File: src/rtl/iec_sd_arbiter.sv
// Round-robin arbiter that merges per-drive SD sector requests onto one host SD channel.
// It carries one transfer at a time and returns the host ack to the granted drive.
module iec_sd_arbiter #(
    parameter int unsigned NDR     = 2,
    parameter logic [23:0] TIMEOUT = 24'd16000000
) (
    input  logic                  clk_sys,
    input  logic                  reset_n,
    input  logic [NDR-1:0][31:0]  sd_lba,
    input  logic [NDR-1:0][5:0]   sd_blk_cnt,
    input  logic [NDR-1:0]        sd_rd,
    input  logic [NDR-1:0]        sd_wr,
    output logic [NDR-1:0]        sd_ack,
    input  logic [NDR-1:0][7:0]   sd_buff_din,
    output logic [31:0]           host_lba,
    output logic [5:0]            host_blk_cnt,
    output logic                  host_rd,
    output logic                  host_wr,
    input  logic                  host_ack,
    output logic [7:0]            host_buff_din,
    output logic [1:0]            grant,
    output logic                  busy,
    output logic                  timeout_err
);

    localparam logic [1:0] StIdle = 2'd0;
    localparam logic [1:0] StReq  = 2'd1;
    localparam logic [1:0] StXfer = 2'd2;
    localparam logic [1:0] StDone = 2'd3;

    localparam logic [1:0] LastDrv = 2'(NDR - 1);

    // Per-drive inputs padded to four slots so a 2-bit grant can index them for any NDR.
    logic [3:0][31:0] lba4;
    logic [3:0][5:0]  blk4;
    logic [3:0][7:0]  din4;
    logic [3:0]       rd4;
    logic [3:0]       pend4;

    for (genvar i = 0; i < 4; i++) begin : g_pad
        if (i < NDR) begin : g_used
            assign lba4[i]  = sd_lba[i];
            assign blk4[i]  = sd_blk_cnt[i];
            assign din4[i]  = sd_buff_din[i];
            assign rd4[i]   = sd_rd[i];
            assign pend4[i] = sd_rd[i] | sd_wr[i];
        end else begin : g_unused
            assign lba4[i]  = '0;
            assign blk4[i]  = '0;
            assign din4[i]  = '0;
            assign rd4[i]   = 1'b0;
            assign pend4[i] = 1'b0;
        end
    end

    logic [1:0]  state_q, state_d;
    logic [1:0]  grant_q, grant_d;
    logic [31:0] lba_q, lba_d;
    logic [5:0]  blk_q, blk_d;
    logic        rd_q, rd_d;
    logic        wr_q, wr_d;
    logic [3:0]  ack_q, ack_d;
    logic [23:0] cnt_q, cnt_d;
    logic        to_q, to_d;

    // Search grant+1, grant+2, ... with an explicit wrap at the last drive.
    logic [1:0] cand;
    logic [1:0] win;
    logic       found;

    always_comb begin
        cand  = grant_q;
        win   = grant_q;
        found = 1'b0;
        for (int k = 0; k < 4; k++) begin
            cand = (cand == LastDrv) ? 2'd0 : 2'(cand + 2'd1);
            if (!found && pend4[cand]) begin
                found = 1'b1;
                win   = cand;
            end
        end
    end

    logic [3:0] grant_oh;
    assign grant_oh = 4'd1 << grant_q;

    always_comb begin
        state_d = state_q;
        grant_d = grant_q;
        lba_d   = lba_q;
        blk_d   = blk_q;
        rd_d    = rd_q;
        wr_d    = wr_q;
        ack_d   = ack_q;
        cnt_d   = cnt_q;
        to_d    = 1'b0;
        unique case (state_q)
            StIdle: begin
                cnt_d = '0;
                if (found) begin
                    grant_d = win;
                    lba_d   = lba4[win];
                    blk_d   = blk4[win];
                    rd_d    = rd4[win];
                    wr_d    = ~rd4[win];
                    state_d = StReq;
                end
            end
            StReq: begin
                cnt_d = cnt_q + 24'd1;
                if (host_ack) begin
                    rd_d    = 1'b0;
                    wr_d    = 1'b0;
                    ack_d   = grant_oh;
                    state_d = StXfer;
                end else if ((TIMEOUT != 24'd0) && (cnt_q + 24'd1 == TIMEOUT)) begin
                    rd_d    = 1'b0;
                    wr_d    = 1'b0;
                    to_d    = 1'b1;
                    state_d = StDone;
                end else if (!pend4[grant_q]) begin
                    rd_d    = 1'b0;
                    wr_d    = 1'b0;
                    state_d = StDone;
                end
            end
            StXfer: begin
                if (!host_ack) begin
                    ack_d   = '0;
                    state_d = StDone;
                end
            end
            StDone: begin
                state_d = StIdle;
            end
            default: begin
                state_d = StIdle;
            end
        endcase
    end

    always_ff @(posedge clk_sys or negedge reset_n) begin
        if (!reset_n) begin
            state_q <= StIdle;
            grant_q <= LastDrv;
            lba_q   <= '0;
            blk_q   <= '0;
            rd_q    <= 1'b0;
            wr_q    <= 1'b0;
            ack_q   <= '0;
            cnt_q   <= '0;
            to_q    <= 1'b0;
        end else begin
            state_q <= state_d;
            grant_q <= grant_d;
            lba_q   <= lba_d;
            blk_q   <= blk_d;
            rd_q    <= rd_d;
            wr_q    <= wr_d;
            ack_q   <= ack_d;
            cnt_q   <= cnt_d;
            to_q    <= to_d;
        end
    end

    assign sd_ack        = ack_q[NDR-1:0];
    assign host_lba      = lba_q;
    assign host_blk_cnt  = blk_q;
    assign host_rd       = rd_q;
    assign host_wr       = wr_q;
    assign host_buff_din = din4[grant_q];
    assign grant         = grant_q;
    assign busy          = (state_q != StIdle);
    assign timeout_err   = to_q;

endmodule

File: config.mk
export PLATFORM = sky130hd
export DESIGN_NAME = iec_sd_arbiter
export DESIGN_NICKNAME = d
export VERILOG_FILES = /design/src/rtl/iec_sd_arbiter.sv
export SDC_FILE = /design/constraint.sdc
export NUM_CORES = 1
export LEC_CHECK = 0
export BUFFER_PORTS_ARGS = -buffer_cell sky130_fd_sc_hd__buf_2
export CORE_MARGIN = 3
export CORE_UTILIZATION = 40
export CTS_BUF_LIST = sky130_fd_sc_hd__clkbuf_8 sky130_fd_sc_hd__clkbuf_16
export CTS_CLUSTER_DIAMETER = 120
export CTS_CLUSTER_SIZE = 28
export DETAILED_ROUTE_END_ITERATION = 8
export PLACE_DENSITY = 0.67
export SYNTH_ARGS = -nofsm -noshare
export SYNTH_HDL_FRONTEND = slang
export SYNTH_SLANG_ARGS = --single-unit
File: constraint.sdc
create_clock -name clk_sys -period 3.2 [get_ports clk_sys]
set_clock_uncertainty 0.2 [all_clocks]
set_input_delay 0.32 -clock clk_sys [delete_from_list [all_inputs] [get_ports clk_sys]]
set_output_delay 0.32 -clock clk_sys [all_outputs]
set_load 0.03 [all_outputs]
==> results_dict.tcl <==
set metrics [dict create \
    peakVddDrop_mv 0.4820 \
    drive_above_1_share_pct 33.17 \
    area_growth_pct 27.55 \
    worstSkewPairLatency_ps 350 \
    ys_seq_area_share_pct 42.88 \
    critical_path_class "reg -> reg" \
    cp-end-kind "register" \
    drtAntennaViolNets 0 \
    yosysWarnings 0 \
    diodes 0 \
    finalSetupTns_ps 0 \
    synth_edf_count 0 \
    numCtsBuffers 9 \
    grt_pass1_wl_um 18280 \
    grtUsageTotal_pct 19.53 \
    nNetsFinal 710 \
    power.internal_w 0.002393 \
    grt_setup_unrepaired "false" \
    switching_share_pct 46.51 \
    overflow 0 \
    rows 36 \
    synth.top_cell.area_share_pct 42.25 \
    drtIter0Drc 221 \
    syn_area_mm2 0.004146 \
    power_density_mw_per_mm2 845.9 \
    clkSinkCount 71 \
    start_util_pct 41.84 \
    synth.net_count 562 \
    die_w_um 107.8 \
    hold_violations 0 \
    period_needed_ps 3033 \
    seqPwrFrac_pct 32.0 \
    cp_max_fo 7 \
    min_period_over_period_pct 94.78 \
    p_clk_share_pct 18.0 \
    cts_tree "done" \
    status "finished, final reports clean" \
    die_h_um 107.8 \
    place_congestion 0.9393 \
    io_buffers 152 \
    netlist-cell-type-count 58 \
    setup.worst_path.start_class "register" \
    arrival_ps 3100 \
    dp_hpwl_um 8380 \
    p_leak_nw 2.528 \
    p_comb_share_pct 50.0 \
    fmax_ghz 0.3297 \
    ios 153 \
    core_mm2 0.009910 \
    drv_cap 0 \
    maxSlewHeadroom_pct 53.20 \
    num_vias 3934 \
    antenna_found_initial 1 \
    synth_seq_cells 71 \
    grt_max_degree 80 \
    synth_area_leader_cell "dfrtp_1" \
    drc 0 \
    wl_per_cell_um 14.93 \
    clkTransAtPathRegs_ps 80 \
    worstMarginPinSlew_ps 701.2 \
    hp-class "in -> reg" \
    required_ps 3260 \
    switchingPower_w 0.002081 \
    hold_slack_ps 52.61 \
    ys_top_cells_by_area "dfrtp_1, mux2i_1, o21ai_0" \
    n_fill_cell 927 \
    cts_buffer_depth 2 \
    via_per_inst 5.281 \
    setup_viol 0 \
    die-area_mm2 0.01162 \
    cts-root-buf "clkbuf_8" \
    async_reset_ff_share_pct 100.0 \
    firstDrtPassIters 4 \
    ys.flop_type "dfrtp_1" \
    routed_wirelength_um 11130 \
    grt_pass1_vias 3898 \
    htree_num_levels 3 \
    finalMaxSlewViolations 0 \
    syn_area_per_cell_um2 9.034 \
    synthCells 459 \
]
## sequential cells by signal, indices dropped and copies added, names as in the netlist
register      cells
timeout_err       1
cnt_q            24
ack_q             2
host_lba         32
host_blk_cnt      6
host_wr           1
state_q           2
host_rd           1
grant             2
## power groups by stage
stage / registers (W) / logic [W] / clock network (W)
finish: 0.00143 / 0.00224 / 0.000806
CTS: 0.00143 / 0.00226 / 0.000826
global placement: 0.00143 / 0.00222 / 0
global route: 0.00148 / 0.00246 / 0.000860
detailed placement: 0.00143 / 0.00226 / 0
floorplan: 0.00190 / 0.00110 / 0
## cell type report
cell class                      instances  area [um2]  area share [%]
Tap cell                              133       166.4           3.146
Inverter                                9       33.78          0.6388
Clock inverter                          6       85.08           1.609
Multi-Input combinational cell        350        2205           41.68
Timing Repair Buffer                  166       880.8           16.65
Sequential cell                        71        1780           33.66
Clock buffer                           10       137.6           2.602
## synth_stat cells, types with 2 or more instances
master     number
a2111oi_0       2
a211oi_1        2
a21boi_0        2
a21oi_1         9
a22o_1          2
a31o_2          3
and2_1          4
and3_1          4
and4_1          3
and4_2          2
buf_2           2
buf_4           2
buf_6           2
clkbuf_1       21
dfrtp_1        70
ha_1            4
inv_1           9
mux2i_1        51
nand2_1        78
nand2b_1        2
nand3_1        16
nand4_1        11
nor2_1         29
nor3_1          7
nor4_1          3
o211ai_1        2
o21a_1          2
o21ai_0        62
o22ai_1         5
o31ai_1         4
or3_1           2
or4_1           2
or4_4           2
xnor2_1         9
xor2_1          6
## routing by layer
| metal | vias up | GRT usage, % | part of all wire [%] |
|---|---|---|---|
| met5 | - | 0 | 0.063 |
| met4 | 2 | 6.402 | 2.0 |
| met3 | 22 | 7.319 | 9.2 |
| met2 | 147 | 30.28 | 47 |
| met1 | 1832 | 25.16 | 42 |
| li1 | 1931 | - | - |
## layout by cell type, fill, tap and decap left out, types with 3 or more instances in the layout
cell / n
ha_1: 4
nand2_1: 77
mux2i_1: 51
xor2_1: 6
inv_1: 10
and2_1: 4
dfrtp_1: 68
xnor2_1: 9
o31ai_1: 4
clkbuf_8: 10
a31o_2: 3
nand3_1: 16
and3_1: 4
buf_4: 12
nor3_1: 7
nand4_1: 11
a21oi_1: 9
nor4_1: 3
o21ai_0: 62
nor2_1: 29
and4_1: 3
buf_2: 152
o22ai_1: 5
## through the flow
step	std cells	total power, W	area, um2	util, %	setup WS [ps]
finish	745	0.004474	5289	53.37	167.0
global route	745	0.004797	5289	53.37	25.74
CTS	745	0.004512	5286	53.35	109.2
detailed placement	728	0.003694	5054	51.00	129.3
global placement	728	0.003651	5054	51.00	225.6
floorplan	459	0.003002	4146	-	244.2
## timing repair
action | in CTS | in global routing
setup buffers | 0 | 0
gates resized for setup | 0 | 2
setup endpoints to repair | 0 | 1
hold buffers | 1 | 0
endpoints found under the hold margin | 23 | 0
## logic make-up (layout without fill, tap and decap cells)
family / count (synthesis) / in the layout / share of synthesized area [%]
and+or+nand+nor: 176 / 176 / 20.94
AOI/OAI and AO/OA: 104 / 104 / 15.03
DFF: 71 / 71 / 42.88
xor gates and xnor gates: 15 / 15 / 3.168
adders and majority gates: 4 / 4 / 1.207
buffers and inverters: 38 / 191 / 4.466
muxes: 51 / 51 / 12.31
## worst max-delay path: stages, from the launching register on
cell and delay, ps:
dfrtp_2 420, ha_1 200, nand3_2 120, or4_4 610, xnor2_1 190, nand4b_1 200, or4_4 560, or3_1 350
o211ai_1 90
## final timing paths
path / from / end / slack (ps) / cells past startpoint
hold / removal: sd_lba[10] / host_lba[10]$_DFFE_PN0P_ / 50 / 3
setup reg to reg: cnt_q[1]$_DFFE_PN0P_ / state_q[1]$_DFFE_PN0P_ / 170 / 8
min in group asynchronous: reset_n / host_wr$_DFFE_PN0P_ / 300 / 2
setup / recovery: cnt_q[1]$_DFFE_PN0P_ / state_q[1]$_DFFE_PN0P_ / 170 / 8
hold reg to reg: host_lba[31]$_DFFE_PN0P_ / host_lba[31]$_DFFE_PN0P_ / 280 / 2
max in group asynchronous: reset_n / cnt_q[0]$_DFFE_PN0P_ / 1650 / 3
No activity file was read; power rests on OpenSTA's default activity.
